--- config.mk ---
export PLATFORM = sky130hd
export DESIGN_NAME = proc_seq_ctrl
export DESIGN_NICKNAME = d
export VERILOG_FILES = /design/src/rtl/proc_seq_ctrl.sv
export SDC_FILE = /design/constraint.sdc
export NUM_CORES = 1
export LEC_CHECK = 0
export ABC_AREA = 1
export CORE_MARGIN = 4
export CORE_UTILIZATION = 48
export DETAILED_ROUTE_END_ITERATION = 6
export HOLD_SLACK_MARGIN = 0.06
export PLACE_DENSITY = 0.83
export SLEW_MARGIN = 0
export SYNTH_ARGS = -nofsm -noshare
export SYNTH_HDL_FRONTEND = slang
export SYNTH_SLANG_ARGS = --single-unit
--- constraint.sdc ---
create_clock -name Clock -period 2.4 [get_ports Clock]
set_input_delay 0.36 -clock Clock [delete_from_list [all_inputs] [get_ports Clock]]
set_output_delay 0.36 -clock Clock [all_outputs]
set_load 0.005 [all_outputs]
--- src/rtl/proc_seq_ctrl.sv ---
// -----------------------------------------------------------------------------
// proc_seq_ctrl
//
// Multi-cycle fetch/decode/execute sequencer for the simple processor. It
// drives the program counter to a combinational instruction ROM, latches the
// returned instruction word, and sequences register-file reads and writes,
// the write-data mux and the ALU for the four-opcode instruction set:
//   0000 HALT   0001 LOAD rx<-imm   0010 MOV rx<-ry   0011 ADD rx<-rx+ry
//   0100..1111 illegal (skipped, sticky 'illegal' flag raised)
//
// Instruction layout: {op[22:19], rx[18:16], imm[15:0]}, ry = code[15:13].
//
// Ports:
//   Clock       in   system clock, rising edge
//   Resetn      in   asynchronous active-low reset
//   Run         in   level start request, sampled only in IDLE and HALT
//   step        in   single-step request (only with PROC_SEQ_CTRL_STEP_EN)
//   code_in     in   instruction word from ROM (combinational in rom_addr)
//   rom_addr    out  program counter
//   rf_raddr_x  out  register-file read port X address (rx)
//   rf_raddr_y  out  register-file read port Y address (ry)
//   rf_waddr    out  register-file write address (always rx)
//   rf_we       out  register-file write enable, one-cycle pulse
//   wr_sel      out  write-data mux select: 00 imm, 01 port Y, 10 ALU result
//   imm_out     out  immediate field of the latched instruction
//   alu_op      out  00 pass, 01 add
//   alu_ld      out  ALU result-register load strobe
//   busy        out  high in FETCH/DECODE/EXEC/WB
//   Done        out  high in HALT
//   illegal     out  sticky: an undefined opcode was encountered
//
// Optional feature, macro PROC_SEQ_CTRL_STEP_EN: adds the 'step' input and a
// PAUSE state entered after every executed or skipped instruction. PAUSE
// leaves to FETCH once per rising transition of 'step'.
// -----------------------------------------------------------------------------
module proc_seq_ctrl #(
    parameter int ADDR_W = 5,
    parameter int CODE_W = 23,
    parameter int DATA_W = 16
) (
    input  logic              Clock,
    input  logic              Resetn,
    input  logic              Run,
`ifdef PROC_SEQ_CTRL_STEP_EN
    input  logic              step,
`endif
    input  logic [CODE_W-1:0] code_in,
    output logic [ADDR_W-1:0] rom_addr,
    output logic [2:0]        rf_raddr_x,
    output logic [2:0]        rf_raddr_y,
    output logic [2:0]        rf_waddr,
    output logic              rf_we,
    output logic [1:0]        wr_sel,
    output logic [DATA_W-1:0] imm_out,
    output logic [1:0]        alu_op,
    output logic              alu_ld,
    output logic              busy,
    output logic              Done,
    output logic              illegal
);

    typedef enum logic [2:0] {
        S_IDLE,
        S_FETCH,
        S_DECODE,
        S_EXEC,
        S_WB,
`ifdef PROC_SEQ_CTRL_STEP_EN
        S_PAUSE,
`endif
        S_HALT
    } state_t;

    localparam logic [3:0] OP_HALT = 4'b0000;
    localparam logic [3:0] OP_LOAD = 4'b0001;
    localparam logic [3:0] OP_MOV  = 4'b0010;
    localparam logic [3:0] OP_ADD  = 4'b0011;

    localparam logic [1:0] SEL_IMM = 2'b00;
    localparam logic [1:0] SEL_Y   = 2'b01;
    localparam logic [1:0] SEL_ALU = 2'b10;

    // Where the sequencer goes once an instruction has completed or been skipped.
`ifdef PROC_SEQ_CTRL_STEP_EN
    localparam state_t S_AFTER = S_PAUSE;
`else
    localparam state_t S_AFTER = S_FETCH;
`endif

    state_t            state;
    state_t            state_nxt;
    logic [ADDR_W-1:0] pc;
    logic [CODE_W-1:0] ir;
    logic [3:0]        op;
    logic [3:0]        op_nxt;
    logic              op_illegal;

    logic              rf_we_nxt;
    logic [1:0]        wr_sel_nxt;
    logic [1:0]        alu_op_nxt;
    logic              alu_ld_nxt;
    logic              busy_nxt;
    logic              done_nxt;

`ifdef PROC_SEQ_CTRL_STEP_EN
    // Set once a step request has released PAUSE; cleared when step drops, so
    // a held step advances exactly one instruction.
    logic              step_used;
    logic              step_go;
    assign step_go = step && !step_used;
`endif

    // Instruction fields come straight from the IR, which is stable from
    // FETCH exit until the next FETCH.
    assign op         = ir[CODE_W-1 -: 4];
    assign op_illegal = (op > OP_ADD);
    assign rom_addr   = pc;
    assign rf_raddr_x = ir[CODE_W-5 -: 3];
    assign rf_raddr_y = ir[DATA_W-1 -: 3];
    assign rf_waddr   = ir[CODE_W-5 -: 3];
    assign imm_out    = ir[DATA_W-1:0];

    // Opcode of the instruction that will be in the IR next cycle; the
    // registered Moore outputs are decoded from the next state and this.
    assign op_nxt = (state == S_FETCH) ? code_in[CODE_W-1 -: 4] : op;

    always_comb begin
        // NOTE: every signal gets a default before the case so no path leaves
        // it unassigned; otherwise synthesis infers a latch.
        state_nxt = state;
        unique case (state)
            S_IDLE:   if (Run) state_nxt = S_FETCH;
            S_FETCH:  state_nxt = S_DECODE;
            S_DECODE: begin
                if (op == OP_HALT)  state_nxt = S_HALT;
                else if (op_illegal) state_nxt = S_AFTER;
                else                 state_nxt = S_EXEC;
            end
            S_EXEC:   state_nxt = (op == OP_ADD) ? S_WB : S_AFTER;
            S_WB:     state_nxt = S_AFTER;
`ifdef PROC_SEQ_CTRL_STEP_EN
            S_PAUSE:  if (step_go) state_nxt = S_FETCH;
`endif
            S_HALT:   if (!Run) state_nxt = S_IDLE;
            default:  state_nxt = S_IDLE;
        endcase
    end

    always_comb begin
        rf_we_nxt  = 1'b0;
        wr_sel_nxt = SEL_IMM;
        alu_op_nxt = 2'b00;
        alu_ld_nxt = 1'b0;
        busy_nxt   = 1'b0;
        done_nxt   = 1'b0;
        case (state_nxt)
            S_FETCH, S_DECODE: busy_nxt = 1'b1;
            S_EXEC: begin
                busy_nxt = 1'b1;
                case (op_nxt)
                    OP_LOAD: begin
                        rf_we_nxt  = 1'b1;
                        wr_sel_nxt = SEL_IMM;
                    end
                    OP_MOV: begin
                        rf_we_nxt  = 1'b1;
                        wr_sel_nxt = SEL_Y;
                    end
                    OP_ADD: begin
                        alu_op_nxt = 2'b01;
                        alu_ld_nxt = 1'b1;
                    end
                    default: ;
                endcase
            end
            S_WB: begin
                busy_nxt   = 1'b1;
                rf_we_nxt  = 1'b1;
                wr_sel_nxt = SEL_ALU;
            end
            S_HALT:  done_nxt = 1'b1;
            default: ;
        endcase
    end

    // Outputs are registered and cleared by the asynchronous reset, so an
    // in-flight rf_we drops the moment Resetn falls.
    always_ff @(posedge Clock or negedge Resetn) begin
        if (!Resetn) begin
            // NOTE: state uses non-blocking assignments so every register
            // samples pre-edge values, independent of statement order.
            state   <= S_IDLE;
            pc      <= '0;
            ir      <= '0;
            illegal <= 1'b0;
            rf_we   <= 1'b0;
            wr_sel  <= SEL_IMM;
            alu_op  <= 2'b00;
            alu_ld  <= 1'b0;
            busy    <= 1'b0;
            Done    <= 1'b0;
        end else begin
            state  <= state_nxt;
            rf_we  <= rf_we_nxt;
            wr_sel <= wr_sel_nxt;
            alu_op <= alu_op_nxt;
            alu_ld <= alu_ld_nxt;
            busy   <= busy_nxt;
            Done   <= done_nxt;

            if (state == S_FETCH) begin
                ir <= code_in;
                pc <= pc + ADDR_W'(1);   // natural wrap 31 -> 0
            end

            if (state == S_DECODE && op_illegal)
                illegal <= 1'b1;

            if (state == S_HALT && !Run) begin
                pc      <= '0;
                illegal <= 1'b0;
            end
        end
    end

`ifdef PROC_SEQ_CTRL_STEP_EN
    always_ff @(posedge Clock or negedge Resetn) begin
        if (!Resetn)
            step_used <= 1'b0;
        else if (!step)
            step_used <= 1'b0;
        else if (state == S_PAUSE)
            step_used <= 1'b1;
    end
`endif

endmodule

; After elaboration in Yosys (flattened, before gate mapping)
; Cells that the tools add are included.
[classes]
order_cmp = 1
mux = 21
addsub = 1
n_eq_ne = 14
n_reduce_logical = 9
[ops]
columns = op, n
row1 = one-hot mux 3 bit (6 select lines), 1
row2 = == test 3 x 2 -> 1 bit (second input constant), 4
row3 = == test 3 bit (second input constant), 4
row4 = == test 4 x 2 -> 1 bit (second input constant), 3
row5 = 2-to-1 mux 3 bit, 4
row6 = 2-to-1 mux 1 bit, 10
row7 = 2-to-1 mux 5 bit, 2
row8 = == test 3 x 1 -> 1 bit (second input constant), 2
row9 = adder 5 x 1 -> 5 bit (second input constant), 1
row10 = == test 4 x 1 -> 1 bit (second input constant), 1
row11 = > comparator 4 x 2 -> 1 bit (second input constant), 1
row12 = logical NOT 4 bit, 1
row13 = 2-to-1 mux 4 bit, 1
row14 = one-hot mux 2 bit (2 select lines), 1
row15 = nonzero test 2 bit, 2
row16 = OR reduction 4 bit, 1
row17 = logical NOT 3 bit, 1
row18 = logical AND 1 bit, 2
row19 = 2-to-1 mux 2 bit, 1
row20 = one-hot mux 1 bit (2 select lines), 1
row21 = OR reduction 2 bit, 1
row22 = logical NOT 1 bit, 1
[totals]
wordCells = 56
output_inout_bits = 39
regBits = 40
input_bits = 26

; Depth between registers and ports, before layout
[logic_depth]
word_depth = 7
depth_mapped = 8
depth_no_buf = 8

; Least setup slack after synthesis
; No wires, ideal clock.
[synth_path]
path_kind = register to register
start = register state[2]
end = register busy
path_slack_ns = 1.302
setup_ns = 0.118
required_time_ns = 2.282
arrival_ns = 0.980
synth_period_minus_slack_ns = 1.098
stages_incl_launch_ff = 9
n_path_buf = 1
path_cell_list = dfrtp_1 -> inv_2 -> nand3_4 -> inv_2 -> buf_6 -> nor2_2 -> nand2_1 -> nand2_1 -> nand2_1
[synth_between]
elab_chain_len = 5
word_cells_on_any_way = 15
cone_classes = eq/ne (9) / mux (4) / reduce/logical (2)
[synth_rtl]
columns = item, line
row1 = start: declaration, 90  ; state_t state;
row2 = start signal: assignment, 203  ; state <= state_nxt;
row3 = "== test 3 bit, or another cell as far along", 131  ; unique case (state)
row4 = one-hot mux 3 bit (6 select lines) (*), 131
row5 = "== test 3 x 2 -> 1 bit, or another cell as far along", 156  ; case (state_nxt)
row6 = OR reduction 4 bit (no line) (*), --
row7 = 2-to-1 mux 1 bit (*), 156
row8 = net busy_nxt, 102  ; logic busy_nxt;
row9 = end signal: assignment, 208  ; busy <= busy_nxt;
row10 = end: declaration, 57  ; output logic busy,
; The timed path passes the listed nets; every way through them passes the cells marked *.
; A chain may end at the register's enable or synchronous reset.

; Final worst setup path
[layout_path]
start = register state[0]
end = register pc[0], in the netlist rom_addr[0]
[layout_between]
elab_chain_len = 3
word_cells_on_any_way = 5
cone_classes = eq/ne (2) / mux (1) / reduce/logical (2)
[layout_rtl]
columns = item, line
row1 = == test 3 bit, 219  ; if (state == S_HALT && !Run) begin
row2 = logical AND 1 bit, 219
row3 = 2-to-1 mux 5 bit / nonzero test 2 bit (equally long branches), --
row4 = end signal: assignment, 213  ; pc <= pc + ADDR_W'(1);
row5 = end: declaration, 92  ; logic [ADDR_W-1:0] pc;
; Parallel ways exist; a longest one is shown, timed or not.

==> reports/metrics.yaml <==
die:
  core_sq_um: 3689
  ioPinCount: 65
  die_w_microns: 69.97
  initial_core_util_pct: 49.97
  dieArea_sq_um: 4895
  die_y_microns: 69.97
  rows: 22
clock_network:
  cts.hold.buffers_added: 0
  cts_resized: 0
  clkSlewWorstSetupHoldPaths_ns: 0.07
  cts_buffers: 5
  cts_max_level: 2
  cts_max_path_buffers: 2
  clock-root-buffer: "clkbuf_8"
  clock_sinks: 38
  cts_tree: "done"
  postCtsSetupBuffers: 0
  clk_latency_ns: 0.29
placement:
  dpl-instance-area_sq_um: 2271
  place_ws_ns: 0.5985
  gp_congestion: 0.7699
  port_buffers: 63
  dp_hpwl_microns: 2644
setup_path:
  endpoint_kind: "register"
  crit_arrival_ns: 1.96
  crit_type: "reg2reg"
  rr_endpoint: "rom_addr[0]"
  rr_startpoint: "state[0]"
  path_max_fanout: 29
  reg2reg_depth: 5
  worstSetupStartpointType: "register"
  required_ns: 2.56
  r2r_setup_slack_ns: 0.60
power_and_ir_drop:
  internal_power_w: 0.001891
  max-vdd-ir-drop_mv: 0.6666
  power_frac_comb_pct: 47.4
  p_per_area_nw_per_um2: 1275
  switching_power_w: 0.001121
  p_leak_nw: 1.183
  pwr-share-clk_pct: 14.6
  p_total_w: 0.003011
  pwr-share-seq_pct: 38.0
  sw_frac_of_total_pct: 37.22
synth:
  ys_ff_latch: 38
  avgSynthCellArea_sq_um: 8.416
  synth.distinct_cells: 20
  syn_nets: 246
  synth_area_sq_um: 1843
  synth_warnings: 0
  synth_cells: 219
  seq_area_frac_synth_pct: 51.60
sta:
  fin_tns_setup_ns: 0
  maxSlewViolCount: 0
  setup_ws_ns: 0.6002
  finalCritPeriodShare_pct: 74.99
  max_slew.worst_pin.slew_ns: 0.8077
  min_period_ns: 1.800
  clock_skew_ns: 0.004757
  clock.fmax_mhz: 555.6
  setup-violations-final: 0
  relSlewSlack_pct: 46.15
  hold_viol_final: 0
  rsz0062_at_grt: "false"
global_routing:
  grt_pass1_vias: 1396
  grt_max_degree: 39
  grt.overflow.total: 0
  grt_use_total_pct: 15.70
  grt_pass1_wl_microns: 6127
  antenna_found_initial: 0
finish:
  final_common_cell: "nand2_1"
  final_area_sq_um: 2362
  utilization_pct: 64.04
  final_cell_mix: "95 x nand2_1, 62 x clkdlybuf4s50_1, 38 x dfrtp_1, 12 x inv_1, 12 x nor2_1"
  areaGrowthSynthToFinish_pct: 28.17
  antenna_cells: 0
  nets: 283
  drive_above_1_share_pct: 6.615
flow_run:
  maxCapViolations: 0
detailed_routing:
  drt_iter0_drc: 106
  drcViolationCount: 0
  wl_per_cell_microns: 12.02
  ant_nets: 0
  first_pass_iters: 4
  num_vias: 1396
  routed_wl_microns: 3665
  via_per_inst: 4.577
min_path:
  worstHoldPathType: "in2async"
outcome:
  status: "complete, no violations"
-- per-stage QoR --
stage,instances,hold WS [ns]
after floorplan,219,0.06441
after global placement,297,0.4653
after detailed placement,297,0.4696
after CTS,305,0.1885
after global routing,305,0.2518
final,305,0.1586
-- final cells by class --
class / count / area [sq um]
clock buffers: 7 / 86.33
clock inverters: 1 / 5.005
flip-flops and latches: 38 / 950.9
well taps: 48 / 60.06
fillers: 331 / 1326
multi-input cells: 133 / 578.1
inverters: 15 / 56.30
repair buffers: 63 / 625.6
-- kinds of logic (layout without fill, tap and decap cells) --
logic type / Yosys count / count (layout) / synth area share (%)
AND/OR/NAND/NOR: 123 / 123 / 27.90
buffers and inverters: 48 / 86 / 17.04
flip-flops: 38 / 38 / 51.60
AO/OA/AOI/OAI: 6 / 6 / 1.629
XOR/XNOR: 2 / 2 / 0.9506
adder cells (fa/ha/maj): 1 / 1 / 0.6788
other: 1 / 1 / 0.2035
-- critical path: stages, from the launching register on --
cell,delay (ns)
dfrtp_1,0.57
nand3_4,0.31
inv_2,0.47
nor2_1,0.18
nand2_1,0.08
o21ai_0,0.07
-- flip-flops by register name, summed over array words and instances (netlist names) --
name / cells
Done: 1
alu_op: 1
busy: 1
illegal: 1
ir: 23
rf_we: 1
rom_addr: 5
state: 3
wr_sel: 2
-- worst max-delay path by stage --
stage,end,slack [ns],start
after global placement,rom_addr[0],0.67,state[0]
after global routing,rom_addr[0],0.40,state[0]
after CTS,rom_addr[0],0.57,state[0]
after floorplan,busy,1.30,state[2]
after detailed placement,rom_addr[0],0.60,state[0]
final,rom_addr[0],0.60,state[0]
-- Yosys cell counts --
library cell / n / area, sq um
conb_1: 1 / 3.750
nand3_2: 1 / 10.01
nand2_1: 95 / 356.6
nand3_4: 1 / 17.52
nand3_1: 3 / 15.01
buf_4: 27 / 202.7
dfrtp_1: 38 / 950.9
ha_1: 1 / 12.51
a21oi_1: 2 / 10.01
nor2_1: 12 / 45.04
nor2_2: 3 / 18.77
buf_6: 4 / 45.04
xnor2_1: 2 / 17.52
buf_2: 2 / 10.01
o21ai_0: 4 / 20.02
inv_1: 12 / 45.04
inv_2: 3 / 11.26
nand4_1: 5 / 31.28
nor3_1: 2 / 10.01
nor3_2: 1 / 10.01
-- layer usage --
metal,track usage [%],vias to the layer above,share of wire [%]
li1,-,708,-
met1,18.62,633,42
met2,26.55,47,49
met3,4.748,8,6.5
met4,6.170,0,2.0
met5,0,-,0
-- power by group through the flow --
stage                     registers (W)  logic, W  clock network, W
after floorplan                 0.00110   0.00109                 0
after global placement          0.00115   0.00139                 0
after detailed placement        0.00115   0.00144                 0
after CTS                       0.00115   0.00145          0.000451
after global routing            0.00119   0.00159          0.000479
final                           0.00115   0.00143          0.000439
No activity file was read; power rests on OpenSTA's default activity.
